===== config.mk =====
export PLATFORM = sky130hd
export DESIGN_NAME = y_mat_addr_fetch
export DESIGN_NICKNAME = d
export VERILOG_FILES = /design/src/rtl/y_mat_pkg.sv /design/src/rtl/y_mat_slot_extract.sv /design/src/rtl/y_mat_addr_fetch.sv
export SDC_FILE = /design/constraint.sdc
export NUM_CORES = 1
export LEC_CHECK = 0
export ABC_AREA = 1
export BUFFER_PORTS_ARGS = -buffer_cell sky130_fd_sc_hd__buf_2
export CAP_MARGIN = 20
export CORE_AREA = 8 8 166 184
export DETAILED_ROUTE_END_ITERATION = 8
export DIE_AREA = 0 0 174 192
export HOLD_SLACK_MARGIN = 0.15
export PLACE_DENSITY_LB_ADDON = 0.2
export SYNTH_ARGS = -nofsm -noshare
export SYNTH_HDL_FRONTEND = slang
export SYNTH_SLANG_ARGS = --single-unit

===== constraint.sdc =====
create_clock -name clock -period 2.55 [get_ports clock]
set_input_delay 0.255 -clock clock [delete_from_list [all_inputs] [get_ports clock]]
set_output_delay 0.255 -clock clock [all_outputs]
set_load 0.05 [all_outputs]

===== src/rtl/y_mat_pkg.sv =====
// Shared types and default geometry for the Y-matrix row address fetcher.
package y_mat_pkg;

    localparam int Y_DATA_W    = 256;
    localparam int Y_ENTRY_W   = 16;
    localparam int Y_FIELD_W   = 10;
    localparam int Y_OUT_W     = 11;
    localparam int Y_ROW_W     = 16;
    localparam int Y_MEM_AW    = 10;
    localparam int Y_NUM_ROWS  = 256;
    localparam int Y_BASE_ADDR = 0;

    typedef enum logic [1:0] {
        ST_IDLE = 2'd0,
        ST_READ = 2'd1,
        ST_WAIT = 2'd2,
        ST_DONE = 2'd3
    } state_t;

endpackage


===== src/rtl/y_mat_slot_extract.sv =====
// Selects one packed entry from a memory word (slot 0 = MSBs) and returns its
// low address field zero-extended to the output width.
module y_mat_slot_extract #(
    parameter int DATA_W  = 256,
    parameter int ENTRY_W = 16,
    parameter int FIELD_W = 10,
    parameter int OUT_W   = 11,
    parameter int SLOT_W  = 4
) (
    input  logic [DATA_W-1:0] word,
    input  logic [SLOT_W-1:0] slot,
    output logic [OUT_W-1:0]  field
);

    localparam int ENTRIES = DATA_W / ENTRY_W;
    localparam int LSB_W   = $clog2(DATA_W);

    logic [LSB_W-1:0] lsb;

    always_comb begin
        lsb   = LSB_W'((ENTRIES - 1 - int'(slot)) * ENTRY_W);
        field = '0;
        field[FIELD_W-1:0] = word[lsb +: FIELD_W];
    end

endmodule


===== src/rtl/y_mat_addr_fetch.sv =====
// Row-to-address fetcher: maps a row to a packed entry in Y-matrix memory,
// with a single-word cache in front of the memory read port.
//
// state | meaning
// IDLE  | ready for a request; evaluates range and cache hit
// READ  | one-cycle memory read strobe
// WAIT  | waiting for read data; fills the cache
// DONE  | result presented until the consumer accepts it
module y_mat_addr_fetch
    import y_mat_pkg::*;
#(
    parameter int DATA_W    = Y_DATA_W,
    parameter int ENTRY_W   = Y_ENTRY_W,
    parameter int FIELD_W   = Y_FIELD_W,
    parameter int OUT_W     = Y_OUT_W,
    parameter int ROW_W     = Y_ROW_W,
    parameter int MEM_AW    = Y_MEM_AW,
    parameter int NUM_ROWS  = Y_NUM_ROWS,
    parameter int BASE_ADDR = Y_BASE_ADDR
) (
    input  logic              clock,
    input  logic              reset,
    input  logic              req_valid,
    input  logic [ROW_W-1:0]  req_row,
    output logic              req_ready,
    output logic              mem_rd_en,
    output logic [MEM_AW-1:0] mem_rd_addr,
    input  logic              mem_rd_valid,
    input  logic [DATA_W-1:0] mem_rd_data,
    input  logic              inv,
    output logic              out_valid,
    output logic [OUT_W-1:0]  out_addr,
    output logic              out_err,
    input  logic              out_ready
);

    localparam int ENTRIES = DATA_W / ENTRY_W;
    localparam int SLOT_W  = (ENTRIES > 1) ? $clog2(ENTRIES) : 1;

    state_t              state;
    logic                cache_valid;
    logic [MEM_AW-1:0]   cache_addr;
    logic [DATA_W-1:0]   cache_data;
    logic [SLOT_W-1:0]   slot_q;
    logic                err_q;

    logic [MEM_AW-1:0]   req_waddr;
    logic [SLOT_W-1:0]   req_slot;
    logic                req_oor;
    logic                req_hit;
    logic [DATA_W-1:0]   sel_word;
    logic [SLOT_W-1:0]   sel_slot;
    logic [OUT_W-1:0]    field;

    assign req_waddr = MEM_AW'(BASE_ADDR + (32'(req_row) / ENTRIES));
    assign req_slot  = SLOT_W'(32'(req_row) % ENTRIES);
    assign req_oor   = 32'(req_row) >= NUM_ROWS;
    // An invalidate landing on the acceptance cycle forces a miss.
    assign req_hit   = cache_valid && !inv && (cache_addr == req_waddr);

    // During a fill the result comes straight from the returned word.
    assign sel_word = (state == ST_WAIT) ? mem_rd_data : cache_data;
    assign sel_slot = (state == ST_WAIT) ? slot_q : req_slot;

    y_mat_slot_extract #(
        .DATA_W  (DATA_W),
        .ENTRY_W (ENTRY_W),
        .FIELD_W (FIELD_W),
        .OUT_W   (OUT_W),
        .SLOT_W  (SLOT_W)
    ) u_extract (
        .word  (sel_word),
        .slot  (sel_slot),
        .field (field)
    );

    assign req_ready = (state == ST_IDLE);
    assign mem_rd_en = (state == ST_READ);
    assign out_valid = (state == ST_DONE);
    assign out_err   = (state == ST_DONE) && err_q;

    always_ff @(posedge clock) begin
        if (reset) begin
            state       <= ST_IDLE;
            cache_valid <= 1'b0;
            cache_addr  <= '0;
            cache_data  <= '0;
            slot_q      <= '0;
            err_q       <= 1'b0;
            mem_rd_addr <= '0;
            out_addr    <= '0;
        end else begin
            if (inv) cache_valid <= 1'b0;
            case (state)
                ST_IDLE: begin
                    if (req_valid) begin
                        slot_q      <= req_slot;
                        mem_rd_addr <= req_waddr;
                        if (req_oor) begin
                            err_q    <= 1'b1;
                            out_addr <= '0;
                            state    <= ST_DONE;
                        end else if (req_hit) begin
                            err_q    <= 1'b0;
                            out_addr <= field;
                            state    <= ST_DONE;
                        end else begin
                            state <= ST_READ;
                        end
                    end
                end
                ST_READ: state <= ST_WAIT;
                ST_WAIT: begin
                    if (mem_rd_valid) begin
                        cache_data  <= mem_rd_data;
                        cache_addr  <= mem_rd_addr;
                        cache_valid <= !inv;
                        err_q       <= 1'b0;
                        out_addr    <= field;
                        state       <= ST_DONE;
                    end
                end
                ST_DONE: if (out_ready) state <= ST_IDLE;
                default: state <= ST_IDLE;
            endcase
        end
    end

endmodule

; Word-level counts from Yosys, hierarchy flattened
; Cells that the tools add are included.
; W data, S select, Z words.
[op_classes]
eq_ne = 8
n_lt_le_gt_ge = 1
mux = 21
addsub = 1
reduce_logical = 10
shifts = 1
[op_table]
columns = operator, count
row1 = $mux W256, 1
row2 = $shiftx A256 B9 Y10, 1
row3 = $mux W11, 4
row4 = $pmux W11 S2, 1
row5 = $ge A16 B9 Y1 const B, 1
row6 = $eq A10 B10 Y1, 1
row7 = $mux W2, 5
row8 = $pmux W2 S4, 1
row9 = $mux W1, 7
row10 = $eq A2 B2 Y1 const B, 2
row11 = $mux W4, 1
row12 = $ne A2 B2 Y1 const B, 2
row13 = $reduce_and A2 Y1, 2
row14 = $reduce_and A4 Y1, 1
row15 = $sub A4 B4 Y4 const A, 1
row16 = $logic_and A1 B1 Y1, 3
row17 = $ne A3 B1 Y1 const B, 1
row18 = $reduce_and A3 Y1, 1
row19 = $eq A2 B1 Y1 const B, 1
row20 = $logic_not A2 Y1, 1
row21 = $ne A2 B1 Y1 const B, 1
row22 = $pmux W1 S2, 1
row23 = $reduce_bool A2 Y1, 1
row24 = $logic_not A1 Y1, 1
[word_totals]
wordCells = 50
input_bits = 278
reg_bits = 295
output_inout_bits = 25

; Logic depth before layout (Yosys ltp)
[depth]
word_depth = 8
ltp_mapped = 16
mapped_depth_nobuf = 13

; By module
; From an unflattened synthesis, not the netlist that was laid out.
[hier_totals]
cells_unflattened = 2438
area_unflattened_um2 = 15411.0
[modules_own_cells]
columns = mod, cells_per_inst, seq_area_each_um2, instances, area_each_um2
row1 = y_mat_addr_fetch, 1951, 5905.7, 1, 13342.8
row2 = y_mat_slot_extract, 487, 0.0, 1, 2068.2

; Worst setup path before layout
; No wires, ideal clock.
[synth_timing]
path_kind = register -> register
startpoint = reg state[0]
endpoint = reg out_addr[0]
t_arrival_ns = 1.837
path_stages_with_launch = 10
setup_ns = 0.070
synth_period_minus_slack_ns = 1.907
n_path_buf = 1
t_required_ns = 2.480
path_slack_ns = 0.643
cell_sequence = dfxtp_1 inv_1 ha_1 inv_1 o22ai_1 a21oi_2 nand2_1 buf_4 nand2_1 a21oi_1
[synth_between]
elab_cells_between_ends = 16
classes_between = add/sub (1) / eq/ne (4) / shift (1) / mux (7) / reduce/logical (3)
[synth_lines]
columns = item, line
row1 = start: declaration, y_mat_addr_fetch.sv:40  ; state_t state;
row2 = start signal: assignment, y_mat_addr_fetch.sv:84  ; state <= ST_IDLE;
row3 = start signal: assignment, y_mat_addr_fetch.sv:102  ; state <= ST_DONE;
row4 = start signal: assignment, y_mat_addr_fetch.sv:106  ; state <= ST_DONE;
row5 = $logic_not A2 Y1 (*), -
row6 = named net req_ready, y_mat_addr_fetch.sv:25  ; output logic req_ready,
row7 = $ne A3 B1 Y1 (no line) (tied with other cells), -
row8 = $reduce_and A4 Y1 (no line), -
row9 = end signal: assignment, y_mat_addr_fetch.sv:105  ; out_addr <= field;
row10 = end signal: assignment, y_mat_addr_fetch.sv:119  ; out_addr <= field;
row11 = end: declaration, y_mat_addr_fetch.sv:32  ; output logic [OUT_W-1:0] out_addr,
; Mark *: on every way through the listed nets, which the timed path passes. The rest lies on a longest branch. The select of a mux whose other input is x is not followed.
; A chain may end at the register's enable or synchronous reset.

; Worst setup path after layout
[layout_timing]
startpoint = reg state[0]
endpoint = reg out_addr[9]
[layout_between]
elab_chain_len = 8
elab_cells_between_ends = 16
classes_between = add/sub (1) / eq/ne (4) / shift (1) / mux (7) / reduce/logical (3)
[layout_lines]
columns = item, line
row1 = $eq A2 B2 Y1, "y_mat_addr_fetch.sv:62, y_mat_addr_fetch.sv:63, y_mat_addr_fetch.sv:94"
row2 = $mux W4, y_mat_addr_fetch.sv:63  ; assign sel_slot = (state == ST_WAIT) ? slot_q : req_slot;
row3 = $sub A4 B4 Y4, y_mat_slot_extract.sv:21  ; lsb = LSB_W'((ENTRIES - 1 - int'(slot)) * ENTRY_W);
row4 = $shiftx A256 B9 Y10, y_mat_slot_extract.sv:23  ; field[FIELD_W-1:0] = word[lsb +: FIELD_W];
row5 = $mux W11, y_mat_addr_fetch.sv:103  ; end else if (req_hit) begin
row6 = $mux W11, y_mat_addr_fetch.sv:99  ; if (req_oor) begin
row7 = $mux W11, y_mat_addr_fetch.sv:96  ; if (req_valid) begin
row8 = $pmux W11 S2, y_mat_addr_fetch.sv:94  ; case (state)
; Several ways; a longest one is shown, not always the timed one. The select of a mux whose other input is x is not followed.

==> run_results.csv <==
group,metric,value,unit
status,status,"finished clean",
placement,gp_congestion,0.881,
timing,fin_crit_sh,92.0,%
timing,slew_violations,0,
route,drc,0,
power,pwr-share-clk,19.4,%
critical_path,crit_arrival,2710,ps
logic_synthesis,yosys_warnings,0,
critical_path,worstSetupPathType,"register to register",
logic_synthesis,seq_area_frac_synth,36.6,%
timing,hold_violations,0,
critical_path,r2r_setup_slack,200,ps
critical_path,timing.rr.start,"state[0]",
floorplanning,die-area,33400,µm²
global_route,antenna_found_initial,1,
clocking,cts_setup_buffers,0,
clocking,cts_tree,"yes",
logic_synthesis,post-synth-top-area-cell,"dfxtp_1",
power,combPwrFrac,51.0,%
logic_synthesis,synth_top_cell_area_share,36.6,%
route,antenna_left,0,
layout,nFillCells,2803,
timing,fin_skew,19.1,ps
route,postRouteWirelength,39500,µm
floorplanning,die_w,174,µm
critical_path,r2r_cells,13,
route,viasPerCell,4.92,
critical_path,r2r-end,"out_addr[9]",
timing,period_minus_slack,2350,ps
critical_path,required,2920,ps
critical_path,worstSetupStartpointType,"register",
critical_path,cpMaxStageDelayCell,"buf_12",
logic_synthesis,syn_area,10800,µm²
clocking,cts.sinks,198,
logic_synthesis,post_synth.cell_area_avg,6.04,µm²
job,drv_cap,0,
power,power_leakage,6.47,nW
route,wl_per_cell,16.0,µm
critical_path,crit_fanout,103,
floorplanning,start_util,39.5,%
power,swShare,46.8,%
power,pwr-share-seq,29.6,%
route,vias,12100,
global_route,grt.overflow.total,0,
global_route,grt_pass1_wl,61700,µm
hold_path,min-delay-path-class,"input pin to register",
clocking,cts_max_level,4,
route,drt_pass1_iterations,5,
hold_path,holdPathStages,3,
floorplanning,io_pins,303,
logic_synthesis,ys_types,30,
floorplanning,core,27400,µm²
hold_path,hp-start,"req_row[0]",
hold_path,hold_end,"slot_q[0]",
timing,worst_slew_pin_slew,710,ps
placement,portBuffers,205,
clocking,insertion_delay,450,ps
power,powerDensity,945,nW/µm²
timing,rsz0062_at_grt,"no",
layout,nNetsFinal,2368,
power,p_total,0.0135,W
global_route,gr-usage-all-layers,23.0,%
clocking,numCtsBuffers,17,
logic_synthesis,syn_nets,2075,
logic_synthesis,syn_inst,1793,
timing,finalSetupTns,0,ps
critical_path,worst_path_most_repeated_cell,"nand2_1",
floorplanning,die_h,192,µm
layout,drive_gt1_share,12.9,%
critical_path,crit_path_max_incr_delay,390,ps
timing,max_freq,426,MHz
logic_synthesis,ys_seq_elements,198,
layout,register_area,3960,µm²
critical_path,setup.worst_path.end_class,"register",
global_route,grt_max_degree,128,
power,power.switching,0.00631,W
logic_synthesis,synth_area_leaders,"dfxtp_1 37%, nand2_1 28%, o21ai_0 6.6%",
layout,synthToLayoutAreaGrowth,31.7,%
placement,dp_hpwl,26400,µm
route,drt_iter0_drc,981,
critical_path,crit_chain,"inv_1 > ha_4 > buf_12 > nand2_1 > nand2_1 > nand2_1 > nand2_1 > nand2_1 > nand3_1 > nand3_1 > nand2_1 > nand2_1 > a21oi_1",
timing,max_slew_margin,52.6,%
floorplanning,rows,64,
timing,setup_viol,0,
clocking,ctsResizeCount,0,
global_route,grt_pass1_vias,11400,
clocking,postCtsHoldBufs,174,
power,power.internal,0.00716,W
layout,multi_input_area,5860,µm²
clocking,clockBufferDepth,2,
clocking,cts.clk_slew.worst_paths,70,ps
clocking,cts_root_buf,"clkbuf_16",
power,vdd_drop_max,0.000620,V
## sequential cells by signal (all words and copies together) (netlist names)
register,count
mem_rd_addr,10
state,2
cache_addr,10
slot_q,4
cache_valid,1
out_addr,10
cache_data,160
err_q,1
## synthesized netlist by cell type, drive strengths merged
cell	n
nand2	825
dfxtp	198
nor2	161
o21ai	144
a21oi	110
buf	91
inv	89
nand3	88
a211oi	36
clkbuf	36
ha	4
nand4	2
xnor2	2
clkinv	1
conb	1
nor3	1
o211a	1
o211ai	1
o22ai	1
xor2	1
## logic make-up after synthesis
family,share of synthesized area [%]
adders and majority gates,0.462
and+or+nand+nor,38.7
buffers and inverters,9.51
AOI/OAI and AO/OA,14.5
DFF,36.6
other,0.0346
xor gates and xnor gates,0.243
## per-layer routing
metal	part of all wire (%)	routed length (µm)	track usage, %
met1	42	16600	28.5
met2	50	19600	39.7
met3	5.6	2230	4.17
met4	2.8	1100	8.19
met5	0	0	0
## per-stage QoR
step | worst slack [ps] | std cells | instance area, µm² | util (%) | hold WS [ps]
global placement | 250 | 2256 | 12000 | 43.7 | 433
CTS | 214 | 2461 | 14300 | 52.1 | 158
global route | 15.4 | 2462 | 14300 | 52.1 | 202
detailed placement | 235 | 2256 | 12000 | 43.7 | 437
finish | 204 | 2462 | 14300 | 52.1 | 177
floorplan | 643 | 1793 | 10800 | - | 399
## power groups by stage
stage | Clock [W] | Combinational [W] | Sequential [W]
2_1_floorplan | 0 | 0.00465 | 0.00422
3_3_place_gp | 0 | 0.00662 | 0.00403
3_5_place_dp | 0 | 0.00665 | 0.00405
4_1_cts | 0.00267 | 0.00688 | 0.00398
5_1_grt | 0.00280 | 0.00764 | 0.00406
6_report | 0.00262 | 0.00687 | 0.00398
## worst max-delay path by stage
stage                        to      from  cells past startpoint
finish              out_addr[9]  state[0]                     13
global route        out_addr[3]  state[0]                     14
CTS                 out_addr[5]  state[0]                     13
detailed placement  out_addr[5]  state[0]                     13
global placement    out_addr[9]  state[0]                     13
floorplan           out_addr[0]  state[0]                      9
## cell usage in the layout, fill, tap and decap left out, drive strengths merged, types with 2 or more instances in the layout
master | netlist | layout
a211oi | 36 | 36
a21oi | 110 | 110
buf | 91 | 227
clkbuf | 36 | 17
clkinv | 1 | 6
clkinvlp | 0 | 3
dfxtp | 198 | 198
dlygate4sd3 | 0 | 174
ha | 4 | 4
inv | 89 | 95
nand2 | 825 | 825
nand3 | 88 | 88
nand4 | 2 | 2
nor2 | 161 | 161
o21ai | 144 | 144
xnor2 | 2 | 2
## final cells by class
cell class              instances  area share (%)
repair buffers                401            21.7
diodes                          1          0.0175
clock inverters                14           0.824
multi-input cells            1378            41.1
clock buffers                  17            2.98
well taps                     363            3.18
flip-flops and latches        198            27.8
inverters                      90            2.39
## critical path: cells and delay by family (launching register included)
family	cells	cell delay, ps
compound gates	1	140
fa+ha+maj	1	310
buf+inv	2	510
flops	1	340
simple gates	9	850
Note: power is estimated with default switching activity, not from simulation.
